$ cat src/rtl/seq_divider_if.sv
// Request/result bundle between the EX-stage pipeline (master) and the sequential divider (slave).
interface seq_divider_if #(
    parameter int WIDTH = 32
);
    logic             start;
    logic             signed_op;
    logic [WIDTH-1:0] dividend;
    logic [WIDTH-1:0] divisor;
    logic             busy;
    logic             done;
    logic [WIDTH-1:0] quotient;
    logic [WIDTH-1:0] remainder;
    logic             div_by_zero;

    modport master (
        output start, signed_op, dividend, divisor,
        input  busy, done, quotient, remainder, div_by_zero
    );

    modport slave (
        input  start, signed_op, dividend, divisor,
        output busy, done, quotient, remainder, div_by_zero
    );
endinterface

$ cat src/rtl/seq_divider.sv
// Multi-cycle restoring divider for DIV/DIVU: one quotient bit per clock, quotient -> LO, remainder -> HI.
// Optional macro SIGNED_DIV_EN adds signed operands via a FIX state (latency 34 instead of 33).
module seq_divider #(
    parameter int WIDTH = 32,
    parameter int CNT_W = 6
) (
    input  logic          clk,
    input  logic          rst_n,
    seq_divider_if.slave  div_if
);
    typedef enum logic [1:0] {IDLE = 2'd0, RUN = 2'd1, FIX = 2'd2, DONE = 2'd3} state_t;

    state_t           state_q, state_d;
    logic [WIDTH-1:0] rem_q, quo_q, den_q;
    logic [WIDTH-1:0] quotient_q, remainder_q;
    logic [CNT_W-1:0] cnt_q;
    logic             dbz_q;

    logic             accept, last_iter, div_zero, fits;
    logic [WIDTH-1:0] a_mag, b_mag, rem_step, quo_step;
    logic [WIDTH:0]   r_wide, diff;

    assign accept    = (state_q == IDLE) && div_if.start;
    assign last_iter = (cnt_q == CNT_W'(WIDTH - 1));
    assign div_zero  = (div_if.divisor == '0);

`ifdef SIGNED_DIV_EN
    logic q_neg_q, r_neg_q;
    logic q_neg_d, r_neg_d, b_neg;

    always_comb begin
        r_neg_d = div_if.signed_op & div_if.dividend[WIDTH-1];
        b_neg   = div_if.signed_op & div_if.divisor[WIDTH-1];
        q_neg_d = r_neg_d ^ b_neg;
        a_mag   = r_neg_d ? -div_if.dividend : div_if.dividend;
        b_mag   = b_neg   ? -div_if.divisor  : div_if.divisor;
    end
`else
    logic unused_signed_op;
    assign unused_signed_op = div_if.signed_op;

    always_comb begin
        a_mag = div_if.dividend;
        b_mag = div_if.divisor;
    end
`endif

    // Shift in the next dividend bit; the extra top bit makes the borrow the compare result.
    always_comb begin
        r_wide   = {rem_q, quo_q[WIDTH-1]};
        diff     = r_wide - {1'b0, den_q};
        fits     = ~diff[WIDTH];
        rem_step = fits ? diff[WIDTH-1:0] : r_wide[WIDTH-1:0];
        quo_step = {quo_q[WIDTH-2:0], fits};
    end

    always_ff @(posedge clk or negedge rst_n) begin
        if (!rst_n) begin
            state_q <= IDLE;
        end else begin
            state_q <= state_d;
        end
    end

    always_comb begin
        state_d = state_q;
        case (state_q)
            IDLE: if (div_if.start) state_d = div_zero ? DONE : RUN;
`ifdef SIGNED_DIV_EN
            RUN:  if (last_iter) state_d = FIX;
`else
            RUN:  if (last_iter) state_d = DONE;
`endif
            FIX:  state_d = DONE;
            DONE: state_d = IDLE;
            default: state_d = IDLE;
        endcase
    end

    always_comb begin
        div_if.busy = (state_q == RUN) || (state_q == FIX);
        div_if.done = (state_q == DONE);
    end

    assign div_if.quotient    = quotient_q;
    assign div_if.remainder   = remainder_q;
    assign div_if.div_by_zero = dbz_q;

    always_ff @(posedge clk or negedge rst_n) begin
        if (!rst_n) begin
            rem_q       <= '0;
            quo_q       <= '0;
            den_q       <= '0;
            cnt_q       <= '0;
            quotient_q  <= '0;
            remainder_q <= '0;
            dbz_q       <= 1'b0;
`ifdef SIGNED_DIV_EN
            q_neg_q     <= 1'b0;
            r_neg_q     <= 1'b0;
`endif
        end else begin
            if (accept) begin
                rem_q <= '0;
                quo_q <= a_mag;
                den_q <= b_mag;
                cnt_q <= '0;
                dbz_q <= div_zero;
`ifdef SIGNED_DIV_EN
                q_neg_q <= q_neg_d;
                r_neg_q <= r_neg_d;
`endif
                // Divide by zero is resolved at accept; the raw dividend goes to HI.
                if (div_zero) begin
                    quotient_q  <= '1;
                    remainder_q <= div_if.dividend;
                end
            end else if (state_q == RUN) begin
                rem_q <= rem_step;
                quo_q <= quo_step;
                cnt_q <= cnt_q + 1'b1;
`ifndef SIGNED_DIV_EN
                if (last_iter) begin
                    quotient_q  <= quo_step;
                    remainder_q <= rem_step;
                end
`endif
            end
`ifdef SIGNED_DIV_EN
            else if (state_q == FIX) begin
                quotient_q  <= q_neg_q ? -quo_q : quo_q;
                remainder_q <= r_neg_q ? -rem_q : rem_q;
            end
`endif
        end
    end
endmodule
$ cat src/flat_wrapper.sv
// flat-port wrapper written by rule: the top's interface ports become plain ports
module seq_divider_flat 
#(
    parameter int WIDTH = 32,
    parameter int CNT_W = 6
)
  (clk, rst_n, div_if_start, div_if_signed_op, div_if_dividend, div_if_divisor, div_if_busy, div_if_done, div_if_quotient, div_if_remainder, div_if_div_by_zero);
  seq_divider_if #(.WIDTH(WIDTH)) div_if_i ();
  input  logic clk;
  input  logic rst_n;
  input wire logic [$bits(div_if_i.start)-1:0] div_if_start;
  input wire logic [$bits(div_if_i.signed_op)-1:0] div_if_signed_op;
  input wire logic [$bits(div_if_i.dividend)-1:0] div_if_dividend;
  input wire logic [$bits(div_if_i.divisor)-1:0] div_if_divisor;
  output wire logic [$bits(div_if_i.busy)-1:0] div_if_busy;
  output wire logic [$bits(div_if_i.done)-1:0] div_if_done;
  output wire logic [$bits(div_if_i.quotient)-1:0] div_if_quotient;
  output wire logic [$bits(div_if_i.remainder)-1:0] div_if_remainder;
  output wire logic [$bits(div_if_i.div_by_zero)-1:0] div_if_div_by_zero;
  assign div_if_i.start = div_if_start;
  assign div_if_i.signed_op = div_if_signed_op;
  assign div_if_i.dividend = div_if_dividend;
  assign div_if_i.divisor = div_if_divisor;
  assign div_if_busy = div_if_i.busy;
  assign div_if_done = div_if_i.done;
  assign div_if_quotient = div_if_i.quotient;
  assign div_if_remainder = div_if_i.remainder;
  assign div_if_div_by_zero = div_if_i.div_by_zero;
  seq_divider #(.WIDTH(WIDTH), .CNT_W(CNT_W)) u_core (.clk(clk), .rst_n(rst_n), .div_if(div_if_i));
endmodule
$ cat config.mk
export PLATFORM = sky130hd
export DESIGN_NAME = seq_divider_flat
export DESIGN_NICKNAME = d
export VERILOG_FILES = /design/src/rtl/seq_divider_if.sv /design/src/rtl/seq_divider.sv /design/src/flat_wrapper.sv
export SDC_FILE = /design/constraint.sdc
export NUM_CORES = 1
export LEC_CHECK = 0
export ABC_AREA = 1
export CAP_MARGIN = 20
export CORE_MARGIN = 10
export CORE_UTILIZATION = 29
export CTS_CLUSTER_SIZE = 10
export DETAILED_ROUTE_END_ITERATION = 8
export SKIP_CTS_REPAIR_TIMING = 1
export SYNTH_ARGS = -nofsm -noshare
export SYNTH_HDL_FRONTEND = slang
export SYNTH_SLANG_ARGS = --single-unit
$ cat constraint.sdc
create_clock -name clk -period 2.7 [get_ports clk]
set_input_delay 0.54 -clock clk [delete_from_list [all_inputs] [get_ports clk]]
set_output_delay 0.54 -clock clk [all_outputs]
set_load 0.02 [all_outputs]
==> metrics.md <==
| Metric | Value |
|---|---|
| Lkg Pwr | 7.76 nW |
| Kind of start point of the critical path | flop |
| Power Density | 1300 mW/mm2 |
| Setup violation total in the final timing report | 0 |
| Peak per-stage delay on the critical path | 0.45 ns |
| Die footprint | 0.0458 mm2 |
| # DRC | 0 |
| TritonCTS clock tree | built |
| Cell breakdown of the critical path | ha_1, nand2_2, inv_1, nand2_1, nand2_1, nand2_1, nand2_1, a21oi_2, nand2_2, nand2_2, nand2_4, buf_12, nand3_2, nand3_1, nand2_1, inv_1 |
| Area used by sequential logic in the layout | 0.00423 mm2 |
| Number of placement rows | 70 |
| Fillcell total | 3893 |
| Wire length the detailed router placed on met1 | 15700 um |
| Cell family with most CP delay | simple AND/OR/NAND/NOR gates |
| Min Hold Slack | 0.0334 ns |
| Instance count of the mapped netlist | 1550 |
| Register-to-register setup slack | 0.15 ns |
| Synthesized area divided by synthesized cell count | 7.04 um2 |
| # Max-Cap Violations | 0 |
| Share of the core filled with cells in the final layout | 37.8% |
| RSZ-0062 raised after global routing | no |
| Clk pin slew, worst setup/hold paths | 0.07 ns |
| Vias after detailed routing | 9844 |
| Netlist cell types | 40 |
| Nets@finish | 1832 |
| GRT Util Overall | 14.4% |
| Biggest fanout along the worst timing path | 10 |
| Critical Path Slowest Stage Cell | dfrtp_1 |
| Met3 routed wirelength | 1170 um |
| Top-level port count | 135 |
| Grt total ovfl | 0 |
| CTS buffer count | 17 |
| Fraction of layout cells with a size suffix above 1 | 12.5% |
| Relative area change from synthesis to final layout | 27.7% |
| Hpwl dp | 25900 um |
| Result of the run | finished clean |
| Starting density of the core | 29.6% |
| Number of DRC violations after detailed-routing iteration 0 | 639 |
| Library cell appearing most often on the critical path | nand2_1 |
| Path type of the worst min-delay path | primary input to asynchronous set/reset pin |
| Clock period minus final worst setup slack | 2.55 ns |
| Sort of element at the end of the critical path | flop |
| Worst VDD drop | 726 uV |
| Global-route wire length before repair | 53600 um |
| Critical path class | flop to flop |
| Required time of the worst setup path | 3.04 ns |
| Area of the core | 0.0369 mm2 |
| Uppermost signal routing layer after detailed routing | met4 |
| Vias per cell | 4.39 |
| Count of warnings emitted by yosys | 0 |
| H-Tree Depth | 4 |
| Mean routed wirelength per cell | 14.7 um |
| Number of endpoints with negative hold slack in the final report | 0 |
| RD Place Congestion | 0.891 |
| Clk_lat worst skew | 0.44 ns |
| Part of the Yosys area used for sequential elements | 38.8% |
| Combined area of all synthesized cells | 0.0109 mm2 |
| Number of sinks driven by the clock tree | 169 |
| Number of global-route vias before repair | 9797 |
| Pin count of the biggest net entering global routing | 115 |
| Sum of routed wire length over all layers | 32900 um |
| Register bit total from synthesis | 169 |
| Synthesized net count | 1656 |
| Max Clock Freq | 392 MHz |
| Antenna-violating nets left | 0 |
| Total inserted antenna cells | 0 |
| Setup Skew | 0.0135 ns |
| Critical path buffer and inverter count | 3 |
| Area used by multi-input combinational logic | 0.00525 mm2 |
| Antenna violations before repair | 0 |
| Length of the first detailed-routing pass in iterations | 8 |
| Die X-Extent | 214 um |
| Total Power | 18.1 mW |
| Final Max Tran Viols | 0 |
| CTS max path bufs | 2 |
| Metal2 WL | 15500 um |
| Transition time of the tightest slew-check pin | 0.651 ns |
| Cell area after placement | 0.0132 mm2 |
| Post-route standard cell area excluding fillers | 0.0139 mm2 |
| Crit path DAT | 2.89 ns |
| Period utilization | 94.5% |
| Root cell of the clock tree | clkbuf_16 |
| Port Buffers | 133 |
| Worst slew margin relative to its limit | 56.6% |
| Die Y | 214 um |
==> routing by layer <==
metal | track usage [%] | up-vias
met5 | 0 | -
met3 | 2.49 | 29
met4 | 3.69 | 0
met1 | 18.8 | 4516
met2 | 24.0 | 177
li1 | - | 5122
==> area by class of cell <==
| class | count | area share, % |
|---|---|---|
| well taps | 504 | 4.53 |
| flip-flops and latches | 169 | 30.4 |
| clock inverters | 12 | 0.988 |
| multi-input cells | 1026 | 37.7 |
| inverters | 299 | 8.06 |
| clock buffers | 20 | 3.35 |
| repair buffers | 213 | 15.0 |
==> flip-flops by register name, summed over array words and instances (netlist names) <==
name	cells
u_core.quo_q	32
u_core.state_q	2
u_core.rem_q	32
u_core.den_q	32
u_core.div_if.remainder	32
u_core.div_if.div_by_zero	1
u_core.div_if.quotient	32
u_core.cnt_q	6
==> worst paths after layout <==
path | from | end | depth (start not counted)
hold reg to reg | u_core.den_q[4] | u_core.den_q[4] | 2
max in group asynchronous | rst_n | u_core.div_if.quotient[3] | 2
min in group clk | u_core.den_q[4] | u_core.den_q[4] | 2
setup / recovery | u_core.rem_q[17] | u_core.div_if.remainder[1] | 16
hold / removal | rst_n | u_core.den_q[6] | 1
setup reg to reg | u_core.rem_q[17] | u_core.div_if.remainder[1] | 16
==> worst reg2reg max path: stages (launching register included) <==
cell and delay (ns):
dfrtp_1 0.45, ha_1 0.39, nand2_2 0.14, inv_1 0.04, nand2_1 0.06, nand2_1 0.07
nand2_1 0.09, nand2_1 0.09, a21oi_2 0.27, nand2_2 0.11, nand2_2 0.12, nand2_4 0.12
buf_12 0.18, nand3_2 0.07, nand3_1 0.14, nand2_1 0.08, inv_1 0.03
==> kinds of logic after synthesis <==
| group | Yosys count | share of synthesized area, % |
|---|---|---|
| compound gates | 129 | 7.23 |
| xor+xnor | 15 | 1.20 |
| fa+ha+maj | 38 | 4.43 |
| buf+inv | 356 | 13.6 |
| flops | 169 | 38.8 |
| simple gates | 843 | 34.7 |
==> cell usage in the layout (no fill, tap or decap), drive strengths merged, types with 6 or more instances in the layout <==
| cell | instances |
|---|---|
| or2 | 32 |
| a21oi | 23 |
| nand4 | 11 |
| nand2 | 520 |
| a31oi | 30 |
| o211ai | 30 |
| clkinv | 6 |
| xor2 | 15 |
| buf | 80 |
| o21ai | 39 |
| dfrtp | 169 |
| nor2 | 116 |
| nand3 | 155 |
| clkdlybuf4s50 | 132 |
| clkbuf | 21 |
| ha | 37 |
| inv | 301 |
==> synth_stat cells (all sizes together) <==
| library cell | instances | area share, % |
|---|---|---|
| ha | 37 | 4.2 |
| buf | 34 | 2.5 |
| a21oi | 23 | 1.2 |
| fa | 1 | 0.18 |
| nand3 | 155 | 9.4 |
| nand4 | 11 | 0.63 |
| clkbuf | 23 | 0.79 |
| nor4 | 2 | 0.11 |
| a21o | 2 | 0.14 |
| xor2 | 15 | 1.2 |
| o21ai | 39 | 1.8 |
| and3 | 1 | 0.057 |
| o21a | 1 | 0.069 |
| a31oi | 30 | 1.7 |
| o21bai | 1 | 0.069 |
| nor3 | 4 | 0.18 |
| o311ai | 1 | 0.080 |
| or2 | 32 | 1.8 |
| a211oi | 1 | 0.069 |
| dfrtp | 169 | 39 |
| o31ai | 1 | 0.069 |
| inv | 299 | 10 |
| nand2 | 519 | 18 |
| nand3b | 1 | 0.069 |
| and2 | 2 | 0.11 |
| nor2 | 116 | 4.1 |
| o211ai | 30 | 2.1 |
==> through the flow <==
step	worst slack (ns)	TNS [ns]	cells
after floorplan	0.485	0	1550
after global placement	-0.109	-4.09	2207
after detailed placement	-0.146	-4.74	2207
after CTS	0.121	0	2239
after global routing	0.0119	0	2243
final	0.149	0	2243
==> where the power goes <==
group          internal (mW)  leakage, nW  switching (mW)
logic                   4.29         5.27            7.10
registers               3.52         2.20           0.682
clock network           1.45        0.293            1.11
total                   9.26         7.76            8.89
(Power assumes the default switching activity.)
